$ cat config.mk
export PLATFORM = sky130hd
export DESIGN_NAME = descriptor_port_arbiter_flat
export DESIGN_NICKNAME = d
export VERILOG_FILES = /design/src/rtl/descriptor_port_arbiter_if.sv /design/src/rtl/descriptor_port_arbiter.sv /design/src/flat_wrapper.sv
export SDC_FILE = /design/constraint.sdc
export NUM_CORES = 1
export LEC_CHECK = 0
export ABC_AREA = 1
export BUFFER_PORTS_ARGS = -buffer_cell sky130_fd_sc_hd__buf_2
export CAP_MARGIN = 20
export CORE_AREA = 2 2 95 97
export DETAILED_ROUTE_END_ITERATION = 6
export DIE_AREA = 0 0 97 99
export PLACE_DENSITY = 0.87
export SYNTH_ARGS = -nofsm -noshare
export SYNTH_HDL_FRONTEND = slang
export SYNTH_SLANG_ARGS = --single-unit
$ cat constraint.sdc
create_clock -name clk -period 3.9 [get_ports clk]
set_clock_uncertainty 0.1 [all_clocks]
set_input_delay 0.195 -clock clk [delete_from_list [all_inputs] [get_ports clk]]
set_output_delay 0.195 -clock clk [all_outputs]
set_load 0.01 [all_outputs]
$ cat src/rtl/descriptor_port_arbiter_if.sv
// Avalon-MM requester port as seen by the descriptor port arbiter.
// One instance per requester (TX and RX descriptor engines).
interface descriptor_port_arbiter_if #(
    parameter int ADDR_W  = 7,
    parameter int DATA_W  = 32,
    parameter int BURST_W = 4
);
    logic [ADDR_W-1:0]   address;
    logic                read;
    logic                write;
    logic [BURST_W-1:0]  burstcount;
    logic [DATA_W/8-1:0] byteenable;
    logic [DATA_W-1:0]   writedata;
    logic                waitrequest;
    logic [DATA_W-1:0]   readdata;
    logic                readdatavalid;

    modport master (
        output address, read, write, burstcount, byteenable, writedata,
        input  waitrequest, readdata, readdatavalid
    );

    modport slave (
        input  address, read, write, burstcount, byteenable, writedata,
        output waitrequest, readdata, readdatavalid
    );
endinterface

$ cat src/rtl/descriptor_port_arbiter.sv
// Shares port s2 of the 128 x 32 descriptor memory between two Avalon-MM
// requesters. Single-beat writes and fixed-length read bursts, served
// round-robin at burst granularity. Memory read latency is one cycle, so the
// per-requester readdatavalid is a registered copy of "read beat issued".
module descriptor_port_arbiter #(
    parameter int ADDR_W    = 7,
    parameter int DATA_W    = 32,
    parameter int BURST_W   = 4,
    parameter int MAX_BURST = 8
) (
    input  logic                  clk,
    input  logic                  reset_n,
    descriptor_port_arbiter_if.slave m0,
    descriptor_port_arbiter_if.slave m1,
    output logic [ADDR_W-1:0]     mem_address,
    output logic                  mem_chipselect,
    output logic                  mem_write,
    output logic [DATA_W/8-1:0]   mem_byteenable,
    output logic [DATA_W-1:0]     mem_writedata,
    input  logic [DATA_W-1:0]     mem_readdata
);
    typedef enum logic [1:0] {IDLE, RBURST, WRITE} state_t;

    state_t               state, state_next;
    logic                 ready;
    logic                 last_grant;   // 1: m1 was granted last
    logic                 owner;        // requester owning the current command
    logic [BURST_W-1:0]   beats_left;   // beats still to issue after the current one
    logic                 rdv0, rdv1;
    logic                 req0, req1, gnt0, gnt1, accept;
    logic                 sel_write;
    logic [ADDR_W-1:0]    sel_address;
    logic [BURST_W-1:0]   sel_bc, sel_len;
    logic [DATA_W/8-1:0]  sel_byteenable;
    logic [DATA_W-1:0]    sel_writedata;

    assign req0 = m0.read | m0.write;
    assign req1 = m1.read | m1.write;
    assign accept = gnt0 | gnt1;

    // Write wins over read when both are asserted.
    assign sel_write      = gnt1 ? m1.write      : m0.write;
    assign sel_address    = gnt1 ? m1.address    : m0.address;
    assign sel_bc         = gnt1 ? m1.burstcount : m0.burstcount;
    assign sel_byteenable = gnt1 ? m1.byteenable : m0.byteenable;
    assign sel_writedata  = gnt1 ? m1.writedata  : m0.writedata;

    // Burst length: 0 behaves as 1, anything above MAX_BURST is clamped.
    assign sel_len = (sel_bc == '0) ? BURST_W'(1)
                   : (sel_bc > BURST_W'(MAX_BURST)) ? BURST_W'(MAX_BURST)
                   : sel_bc;

    assign m0.waitrequest   = ~gnt0;
    assign m1.waitrequest   = ~gnt1;
    assign m0.readdata      = mem_readdata;
    assign m1.readdata      = mem_readdata;
    assign m0.readdatavalid = rdv0;
    assign m1.readdatavalid = rdv1;

    // State register.
    always_ff @(posedge clk or negedge reset_n) begin
        if (!reset_n) state <= IDLE;
        else          state <= state_next;
    end

    // Arbitration and next-state: grant only when idle and out of reset.
    always_comb begin
        state_next = state;
        gnt0       = 1'b0;
        gnt1       = 1'b0;
        unique case (state)
            IDLE: begin
                if (ready) begin
                    if (req0 && (!req1 || last_grant)) gnt0 = 1'b1;
                    else if (req1)                     gnt1 = 1'b1;
                    if (req0 || req1)
                        state_next = (gnt1 ? m1.write : m0.write) ? WRITE : RBURST;
                end
            end
            RBURST:  if (beats_left == '0) state_next = IDLE;
            WRITE:   state_next = IDLE;
            default: state_next = IDLE;
        endcase
    end

    // Command latch, memory port sequencing and read-return valids.
    always_ff @(posedge clk or negedge reset_n) begin
        if (!reset_n) begin
            ready          <= 1'b0;
            last_grant     <= 1'b1;
            owner          <= 1'b0;
            beats_left     <= '0;
            rdv0           <= 1'b0;
            rdv1           <= 1'b0;
            mem_address    <= '0;
            mem_chipselect <= 1'b0;
            mem_write      <= 1'b0;
            mem_byteenable <= '0;
            mem_writedata  <= '0;
        end else begin
            ready <= 1'b1;
            rdv0  <= mem_chipselect & ~mem_write & ~owner;
            rdv1  <= mem_chipselect & ~mem_write & owner;
            unique case (state)
                IDLE: begin
                    if (accept) begin
                        last_grant     <= gnt1;
                        owner          <= gnt1;
                        mem_address    <= sel_address;
                        mem_chipselect <= 1'b1;
                        mem_write      <= sel_write;
                        beats_left     <= sel_len - BURST_W'(1);
                        if (sel_write) begin
                            mem_byteenable <= sel_byteenable;
                            mem_writedata  <= sel_writedata;
                        end
                    end
                end
                RBURST: begin
                    if (beats_left != '0) begin
                        mem_address <= mem_address + ADDR_W'(1);
                        beats_left  <= beats_left - BURST_W'(1);
                    end else begin
                        mem_chipselect <= 1'b0;
                    end
                end
                WRITE: begin
                    mem_chipselect <= 1'b0;
                    mem_write      <= 1'b0;
                end
                default: ;
            endcase
        end
    end
endmodule

$ cat src/flat_wrapper.sv
// flat-port wrapper written by rule: the top's interface ports become plain ports
module descriptor_port_arbiter_flat 
#(
    parameter int ADDR_W    = 7,
    parameter int DATA_W    = 32,
    parameter int BURST_W   = 4,
    parameter int MAX_BURST = 8
)
  (clk, reset_n, mem_address, mem_chipselect, mem_write, mem_byteenable, mem_writedata, mem_readdata, m0_address, m0_read, m0_write, m0_burstcount, m0_byteenable, m0_writedata, m0_waitrequest, m0_readdata, m0_readdatavalid, m1_address, m1_read, m1_write, m1_burstcount, m1_byteenable, m1_writedata, m1_waitrequest, m1_readdata, m1_readdatavalid);
  descriptor_port_arbiter_if #(.ADDR_W(ADDR_W), .DATA_W(DATA_W), .BURST_W(BURST_W)) m0_i ();
  descriptor_port_arbiter_if #(.ADDR_W(ADDR_W), .DATA_W(DATA_W), .BURST_W(BURST_W)) m1_i ();
  input  logic clk;
  input  logic reset_n;
  output logic [ADDR_W-1:0] mem_address;
  output logic mem_chipselect;
  output logic mem_write;
  output logic [DATA_W/8-1:0] mem_byteenable;
  output logic [DATA_W-1:0] mem_writedata;
  input  logic [DATA_W-1:0] mem_readdata;
  input wire logic [$bits(m0_i.address)-1:0] m0_address;
  input wire logic [$bits(m0_i.read)-1:0] m0_read;
  input wire logic [$bits(m0_i.write)-1:0] m0_write;
  input wire logic [$bits(m0_i.burstcount)-1:0] m0_burstcount;
  input wire logic [$bits(m0_i.byteenable)-1:0] m0_byteenable;
  input wire logic [$bits(m0_i.writedata)-1:0] m0_writedata;
  output wire logic [$bits(m0_i.waitrequest)-1:0] m0_waitrequest;
  output wire logic [$bits(m0_i.readdata)-1:0] m0_readdata;
  output wire logic [$bits(m0_i.readdatavalid)-1:0] m0_readdatavalid;
  input wire logic [$bits(m1_i.address)-1:0] m1_address;
  input wire logic [$bits(m1_i.read)-1:0] m1_read;
  input wire logic [$bits(m1_i.write)-1:0] m1_write;
  input wire logic [$bits(m1_i.burstcount)-1:0] m1_burstcount;
  input wire logic [$bits(m1_i.byteenable)-1:0] m1_byteenable;
  input wire logic [$bits(m1_i.writedata)-1:0] m1_writedata;
  output wire logic [$bits(m1_i.waitrequest)-1:0] m1_waitrequest;
  output wire logic [$bits(m1_i.readdata)-1:0] m1_readdata;
  output wire logic [$bits(m1_i.readdatavalid)-1:0] m1_readdatavalid;
  assign m0_i.address = m0_address;
  assign m0_i.read = m0_read;
  assign m0_i.write = m0_write;
  assign m0_i.burstcount = m0_burstcount;
  assign m0_i.byteenable = m0_byteenable;
  assign m0_i.writedata = m0_writedata;
  assign m0_waitrequest = m0_i.waitrequest;
  assign m0_readdata = m0_i.readdata;
  assign m0_readdatavalid = m0_i.readdatavalid;
  assign m1_i.address = m1_address;
  assign m1_i.read = m1_read;
  assign m1_i.write = m1_write;
  assign m1_i.burstcount = m1_burstcount;
  assign m1_i.byteenable = m1_byteenable;
  assign m1_i.writedata = m1_writedata;
  assign m1_waitrequest = m1_i.waitrequest;
  assign m1_readdata = m1_i.readdata;
  assign m1_readdatavalid = m1_i.readdatavalid;
  descriptor_port_arbiter #(.ADDR_W(ADDR_W), .DATA_W(DATA_W), .BURST_W(BURST_W), .MAX_BURST(MAX_BURST)) u_core (.clk(clk), .reset_n(reset_n), .m0(m0_i), .m1(m1_i), .mem_address(mem_address), .mem_chipselect(mem_chipselect), .mem_write(mem_write), .mem_byteenable(mem_byteenable), .mem_writedata(mem_writedata), .mem_readdata(mem_readdata));
endmodule
==> results of run 1 <==
synth_stat cells, drive strengths merged, types with 2 or more instances:
cell    instances
nor2           95
nand2          85
buf            81
dfrtp          55
o31ai          36
inv            25
o21ai          18
nand3          11
a21oi          10
ha              6
a22oi           4
a31oi           3
nor3            3
clkbuf          2
nand4           2
o22ai           2
stage by stage:
| step | setup WS, ps | instance area [µm²] | power [µW] |
|---|---|---|---|
| 2_1_floorplan | 1870 | 3660 | 2120 |
| 3_3_place_gp | 773 | 3950 | 2450 |
| 3_5_place_dp | 651 | 3950 | 2520 |
| 4_1_cts | 620 | 4050 | 2850 |
| 5_1_grt | 360 | 4050 | 3050 |
| 6_report | 676 | 4050 | 2820 |
routing by layer:
metal	GRT usage [%]	vias up	share of wire (%)
li1	-	1528	-
met1	19.8	1475	38
met2	32.3	130	52
met3	4.04	29	7.7
met4	6.93	0	2.3
met5	0	-	0
what timing repair did:
action / in CTS / in global routing
hold buffers: 1 / 0
setup endpoints to repair: 0 / 0
endpoints found under the hold margin: 55 / 0
sequential cells by signal (all words and copies together), names as in the netlist:
signal	count
u_core.state	2
u_core.last_grant	1
u_core.m0.readdatavalid	1
u_core.mem_write	1
u_core.mem_byteenable	4
u_core.beats_left	4
u_core.m1.readdatavalid	1
u_core.owner	1
u_core.mem_writedata	32
u_core.mem_chipselect	1
u_core.ready	1
u_core.mem_address	7
worst max-delay path: stages (launching register included):
cell,delay [ps]
dfrtp_1,390
inv_1,90
ha_1,260
nand2_2,110
nor2_4,70
nand2_4,440
inv_4,330
nor2_4,240
a21oi_2,50
inv_2,40
buf_4,660
nand2_1,160
o31ai_2,110
where the power goes:
part | total [µW] | internal [µW] | switching [µW]
clock | 326 | 129 | 198
combinational | 1460 | 574 | 888
sequential | 1030 | 858 | 171
placed cells by master, fill, tap and decap left out, types with 3 or more instances in the layout:
cell      count
a21oi_1       9
o31ai_1       3
o21ai_1       5
a31oi_1       3
clkbuf_8      5
ha_1          6
nand2_1      80
o31ai_2      33
inv_1        22
nand3_1      11
dfrtp_1      55
a22oi_1       3
nor3_1        3
o21ai_0      12
nand2_2       3
buf_2       148
nor2_1       92
cell families (layout without fill, tap and decap cells):
family          count (synthesis)  count (layout)  synth area share [%]
flops                          56              56                  38.3
fa+ha+maj                       6               6                  2.05
xor+xnor                        2               2                 0.479
other cells                     1               1                 0.102
buf+inv                       109             185                  19.1
compound gates                 73              73                  17.7
simple gates                  198             198                  22.2
area by class of cell:
type | instances | area, µm² | area share, %
multi-input combinational | 280 | 1560 | 38.5
sequential | 56 | 1400 | 34.6
timing repair buffer | 151 | 766 | 18.9
tap | 108 | 135 | 3.34
inverter | 26 | 100 | 2.47
clock buffer | 6 | 72.6 | 1.79
clock inverter | 2 | 16.3 | 0.402
final timing paths:
check,depth (start not counted),endpoint,from
max reg2reg,12,u_core.mem_writedata[30],u_core.state[0]
min,3,u_core.mem_writedata[17],m0_writedata[17]
min in group asynchronous,3,u_core.mem_writedata[2],reset_n
max in group asynchronous,3,u_core.state[0],reset_n
max,12,u_core.mem_writedata[30],u_core.state[0]
min reg2reg,1,u_core.m0.readdatavalid,u_core.owner
==> out/qor.csv, run 1 <==
metric,value,unit
max_freq,0.310,GHz
synth_nets,583,
tightest_slew,910,ps
io_pins,245,
synth_edf_count,0,
synthCells,445,
fin_util,47.4,%
numCtsBuffers,5,
p_leak,0.00217,µW
postSynth.asyncResetShare,100,%
final_cells,629,
ant_nets,0,
max_slew_margin,39.3,%
crit_path_end_kind,flop,
totalWireLength,8780,µm
rows,34,
grt_pass1_wl,14100,µm
worstPathMaxFanout,73,
grt_pass1_vias,3193,
yosys_warnings,0,
synth_area_leaders,"dfrtp_1, buf_4, o31ai_2, nor2_1, nand2_1",
firstDrtPassIters,6,
setup_viol,0,
die_x,97,µm
syn_area,3660,µm²
start_util,42.8,%
cts_tree,done,
grt-ovfl-total,0,
vias,3162,
min_path_type,input port to flop,
crit_type,flop to flop,
h-tree-depth,2,
cts_setup_buffers,0,
r2r_slack,680,ps
ys_ff_latch,56,
avgSynthCellArea,8.23,µm²
rsz0062_at_grt,no,
track_usage,17.6,%
yosysUniqueCellTypes,36,
cts_resized,0,
p_per_area,696,nW/µm²
synth_top_area_share,37.6,%
clockBufferDepth,2,
remaining_drc_errors,0,
area_growth,10.6,%
cts_sinks,56,
dp_hpwl,6420,µm
clkLatencyLatePin,310,ps
drive_above_1_share,39.3,%
port_buffers,148,
die_area,9600,µm²
clockRootBuffer,clkbuf_8,
synthFlopType,dfrtp_1,
start_kind,flop,
die_y,99,µm
fin_crit_sh,82.7,%
peakVddDrop,0.000276,V
grt_max_degree,74,
grt_antenna_before_repair,0,
cp.arrival,3340,ps
dp_cells,620,
tns,0,ps
drt_iter0_drc,112,
synth_largest_area_cell,dfrtp_1,
fillerInstances,863,
holdWs,86.9,ps
status,finished clean,
fin_nets,658,
cp.required,4020,ps
diodes,0,
period_needed,3220,ps
avgRoutedWirePerCell,14.0,µm
clkTransAtPathRegs,110,ps
maxSlewViolCount,0,
via_per_inst,5.03,
drv_cap,0,
yosysSeqAreaShare,38.3,%
routabilityCongestion,0.838,
coreArea,8550,µm²
hold_viol,0,
No activity file was read; power rests on OpenSTA's default activity.
==> run 2, diff against run 1 <==
Settings changed: CORE_AREA 2 2 95 97 to unset, CORE_MARGIN set to 2, CORE_UTILIZATION set to 43, DIE_AREA 0 0 97 99 to unset.
Clock period 3.9 ns to 3.15 ns, I/O delays scaled along.
==> run 2 against run 1 <==
Against the previous run:
- routed wire length grew 3.7%
- utilization grew 2.0 points
- sequential power rose by 23%
- total power rose by 24%
- cell count shrank 0.32%
- critical path depth down 1
- maximum frequency up 18%
- die area decreased by 3.5%
- critical path type unchanged
- largest power group unchanged
- highest routed layer unchanged
==> out/qor.csv, run 2 (same netlist as run 1, synthesis figures left out) <==
metric,value,unit
ant_nets,0,
cts_sinks,56,
dpl_worst_slack,433,ps
start_util,44.6,%
cts_setup_buffers,0,
crit_path_end_kind,flop,
clockBufferDepth,2,
grt_pass1_vias,2816,
hold_viol,0,
setup_viol,0,
clkLatencyLatePin,300,ps
grt_max_degree,74,
p_sw,1550,µW
via_per_inst,5.02,
largest_reg_flops,32,
dp_hpwl,6940,µm
die_area,9270,µm²
seq_power_share,36.5,%
h-tree-depth,2,
fin_nets,659,
drv_cap,0,
regMostFlops,u_core.mem_writedata,
hp-start,m1_writedata[19],
cp.required,3270,ps
routabilityCongestion,0.811,
reg_top3,"u_core.mem_writedata (32), u_core.mem_address (7)",
mostFrequentLayoutCells,"buf_2, nor2_1, nand2_1",
holdWs,53.7,ps
mostFrequentLayoutCell,buf_2,
clockRootBuffer,clkbuf_8,
p_int,1940,µW
remaining_drc_errors,0,
path_cells,inv_1 > ha_1 > nand2_2 > nor2_4 > nand2_4 > inv_4 > nor2_4 > a21oi_2 > inv_2 > buf_12 > o31ai_1,
avgRoutedWirePerCell,14.5,µm
final.setup.worst_slack,424,ps
max_freq,0.367,GHz
track_usage,18.2,%
grt_pass1_wl,13300,µm
totalWireLength,9100,µm
p_per_area,860,nW/µm²
clkTransAtPathRegs,100,ps
cp_slowest_stage_delay,450,ps
diodes,0,
drive_above_1_share,39.3,%
cp.arrival,2840,ps
crit_top_cell,nor2_4,
max_slew_margin,42.6,%
start_kind,flop,
cts_tree,done,
vias,3147,
die_x,96.3,µm
grt_antenna_before_repair,0,
area_growth,10.9,%
worstPathMaxFanout,73,
port_buffers,148,
firstDrtPassIters,5,
grt-ovfl-total,0,
die_y,96.3,µm
power_frac_comb,52.5,%
period_needed,2730,ps
r2r-start,u_core.state[0],
pwr-share-clk,11.0,%
startpoint,u_core.state[0],
cts_resized,0,
cp_slowest_cell,inv_4,
fin_crit_sh,86.6,%
rsz0062_at_grt,no,
io_pins,245,
tns,0,ps
p_leak,0.00218,µW
tightest_slew,861,ps
peakVddDrop,0.000335,V
status,finished clean,
coreArea,8220,µm²
min_path_type,input port to flop,
cts_hold_buf,1,
sw_frac_of_total,44.3,%
numCtsBuffers,5,
maxSlewViolCount,0,
fin_util,49.4,%
crit_type,flop to flop,
drt_iter0_drc,122,
rows,33,
run 2: changes by cell type in the layout (fill, tap and decap cells not counted):
cell,previous run,this run
buf_12,0,1
clkbuf_1,1,2
clkinv_2,0,1
clkinv_4,1,0
clkinvlp_4,1,0
run 2: layout make-up:
type                            instances  area [µm²]
Clock buffer                            7        76.3
Multi-Input combinational cell        280        1560
Fill cell                             794        4160
Inverter                               26         100
Sequential cell                        56        1400
Timing Repair Buffer                  152         786
Clock inverter                          1        5.00
Tap cell                              105         131
run 2: path summary, 6_finish.rpt:
check                      depth (start not counted)  slack (ps)                  endpoint
max in group asynchronous                          3        1710         u_core.last_grant
min                                                3          50  u_core.mem_writedata[19]
max                                               11         420  u_core.mem_writedata[18]
min in group asynchronous                          2         390   u_core.mem_writedata[0]
max reg2reg                                       11         420  u_core.mem_writedata[18]
min reg2reg                                        1         340   u_core.m0.readdatavalid
run 2: power by group through the flow:
stage                     combinational, µW  clock [µW]  sequential, µW
after global placement                 1770           0            1270
final                                  1830         384            1270
after floorplan                        1230           0            1400
after detailed placement               1850           0            1290
after global routing                   2060         427            1310
after CTS                              1850         401            1270
run 2: worst max-delay path, delay by kind of cell, from the launching register on:
family	cells	cell delay, ps
compound gates	2	380
simple gates	4	620
fa+ha+maj	1	250
buf+inv	4	820
flops	1	410
run 2: metrics by stage:
step / area (µm²) / power (µW) / cells
3_3_place_gp: 3970 / 3040 / 618
3_5_place_dp: 3970 / 3130 / 618
4_1_cts: 4060 / 3530 / 627
6_report: 4060 / 3490 / 627
5_1_grt: 4060 / 3800 / 627
2_1_floorplan: 3660 / 2620 / 445
run 2: metal layers:
layer | GRT usage, % | vias up | wire [µm] | share of wire [%]
met2 | 32.8 | 124 | 4660 | 51
li1 | - | 1524 | - | -
met5 | 0 | - | 0 | 0
met1 | 21.8 | 1481 | 3660 | 40
met4 | 5.00 | 0 | 127 | 1.4
met3 | 3.92 | 18 | 658 | 7.2
==> run 3, diff against run 2 <==
Settings changed: ABC_AREA 1 to unset, CORE_UTILIZATION 43 to 42, TNS_END_PERCENT set to 100.
==> run 3 against run 2 <==
Against the previous run:
- synthesized cell count down 8.5%
- synthesized area down 6.0%
- register-to-register slack worse by 150 ps
- cell count up 0.64%
- global-route usage up 0.79 points
- clock-buffer cell count down 2
- largest power group unchanged
==> out/qor.csv, run 3 <==
metric,value,unit
status,finished clean,
crit_path_end_kind,flop,
mostFrequentLayoutCells,"buf_2, nand2_1, dfrtp_1",
synthCells,407,
numCtsBuffers,5,
dp_hpwl,6130,µm
die_x,94.5,µm
drv_cap,0,
crit_type,flop to flop,
min_path_type,input port to flop,
cts_sinks,56,
period_needed,2880,ps
ys_ff_latch,56,
avgRoutedWirePerCell,13.9,µm
grt_max_degree,74,
grt_antenna_before_repair,0,
reg_top3,"u_core.mem_writedata (32), u_core.mem_address (7)",
rows,33,
clockBufferDepth,2,
fin_crit_sh,91.3,%
max_slew_margin,37.4,%
track_usage,19.0,%
worstPathMaxFanout,26,
cts_tree,done,
clkTransAtPathRegs,100,ps
via_per_inst,5.15,
r2r-start,u_core.state[0],
drt_iter0_drc,143,
reg2reg_to,u_core.mem_writedata[24],
start_kind,flop,
ant_nets,0,
tightest_slew,939,ps
max_freq,0.348,GHz
reg2regPathDepth,9,
rsz0062_at_grt,no,
area_growth,26.0,%
fin_nets,664,
min_to,u_core.mem_writedata[16],
grt-ovfl-total,0,
peakVddDrop,0.000379,V
yosysSeqAreaShare,40.7,%
synth_largest_area_cell,dfrtp_1,
grt_pass1_wl,13800,µm
synthFlopType,dfrtp_1,
r2r_slack,270,ps
yosys.cell_count.top_type,nand2_1,
regMostFlops,u_core.mem_writedata,
cp_slowest_stage_delay,590,ps
start_util,42.5,%
hold_viol,0,
die_area,8940,µm²
path_cells,inv_1 > ha_1 > o211ai_2 > nor2_2 > inv_2 > buf_4 > nand2_1 > a31oi_1 > dlygate4sd3_1,
synth_top_area_share,40.0,%
die_y,94.5,µm
synth_area_leaders,"dfrtp_1, buf_4, nand2_1, a31oi_1, nor2_1",
grt_pass1_vias,3036,
synth_edf_count,0,
p_leak,0.00206,µW
clkLatencyLatePin,300,ps
clockRootBuffer,clkbuf_8,
totalWireLength,8790,µm
yosysUniqueCellTypes,49,
final.setup.worst_slack,275,ps
postSynth.asyncResetShare,100,%
p_per_area,891,nW/µm²
cp_slowest_cell,dlygate4sd3_1,
dpl_worst_slack,583,ps
vias,3249,
cp.required,3230,ps
hp-start,m0_writedata[16],
avgSynthCellArea,8.46,µm²
coreArea,8090,µm²
synthTopCellsByCount,"nand2_1, buf_4, dfrtp_1",
firstDrtPassIters,4,
syn_area,3440,µm²
yosys_warnings,0,
min_path_cells,3,
mostFrequentLayoutCell,buf_2,
port_buffers,148,
h-tree-depth,2,
routabilityCongestion,0.838,
cp.arrival,2960,ps
setup_viol,0,
cts_setup_buffers,0,
synth_nets,545,
diodes,0,
tns,0,ps
remaining_drc_errors,0,
fin_area,4340,µm²
largest_reg_flops,32,
drive_above_1_share,32.5,%
placed_cell_area,3760,µm²
maxSlewViolCount,0,
io_pins,245,
[run 3: worst max-delay path by stage]
stage | startpoint | end | slack [ps] | cells after the start
floorplan | u_core.state[0] | u_core.beats_left[2] | 1200 | 10
CTS | u_core.state[0] | u_core.mem_writedata[9] | 280 | 8
global placement | u_core.state[0] | u_core.beats_left[2] | 760 | 10
global route | u_core.state[1] | u_core.mem_writedata[24] | 80 | 9
finish | u_core.state[0] | u_core.mem_writedata[24] | 270 | 9
detailed placement | u_core.state[0] | u_core.beats_left[2] | 580 | 10
[run 3: logic make-up (layout without fill, tap and decap cells)]
logic type / Yosys count / count (layout) / synth area share [%]
DFF: 56 / 56 / 40.7
other: 1 / 1 / 0.109
and+or+nand+nor: 154 / 154 / 18.5
buffers and inverters: 92 / 211 / 18.0
AOI/OAI and AO/OA: 89 / 89 / 17.7
xor gates and xnor gates: 1 / 1 / 0.254
adders and majority gates: 6 / 6 / 2.18
muxes: 8 / 8 / 2.51
[run 3: cell type report]
type	instances	area [µm²]
clock buffer	5	68.8
clock inverter	2	60.1
fill	690	3760
inverter	6	22.5
multi-input combinational	259	1420
sequential	56	1400
tap	105	131
timing repair buffer	198	1230
[run 3: what timing repair did]
action	in CTS	in global routing
hold buffers	43	1
endpoints found under the setup margin	0	1
hold endpoints to repair	69	1
resized for setup	0	1
[run 3: metrics by stage]
stage	total power [µW]	instances	hold WS [ps]	utilization, %
after CTS	3860	630	0.233	53.4
after global routing	4190	631	2.72	53.6
after detailed placement	3140	580	215	46.5
final	3860	631	11.0	53.6
after floorplan	2630	407	-238	-
after global placement	3060	580	215	46.5
[run 3: where the power goes]
group / internal (µW) / total [µW] / switching (µW)
clock: 313 / 534 / 221
combinational: 902 / 2010 / 1110
sequential: 1080 / 1310 / 235
total: 2290 / 3860 / 1570
[run 3: worst max-delay path: cells and delay by family, from the launching register on]
kind	cells	cell delay, ps
AO/OA/AOI/OAI	2	260
AND/OR/NAND/NOR	2	310
buffers and inverters	4	1190
adder cells (fa/ha/maj)	1	430
flip-flops	1	440
[run 3: routing by layer]
| metal | wire (µm) | share of wire, % | GRT usage (%) |
|---|---|---|---|
| met1 | 3470 | 40 | 21.0 |
| met3 | 794 | 9.0 | 5.51 |
| met5 | 0 | 0 | 0 |
| met4 | 172 | 2.0 | 6.04 |
| met2 | 4350 | 49 | 35.2 |
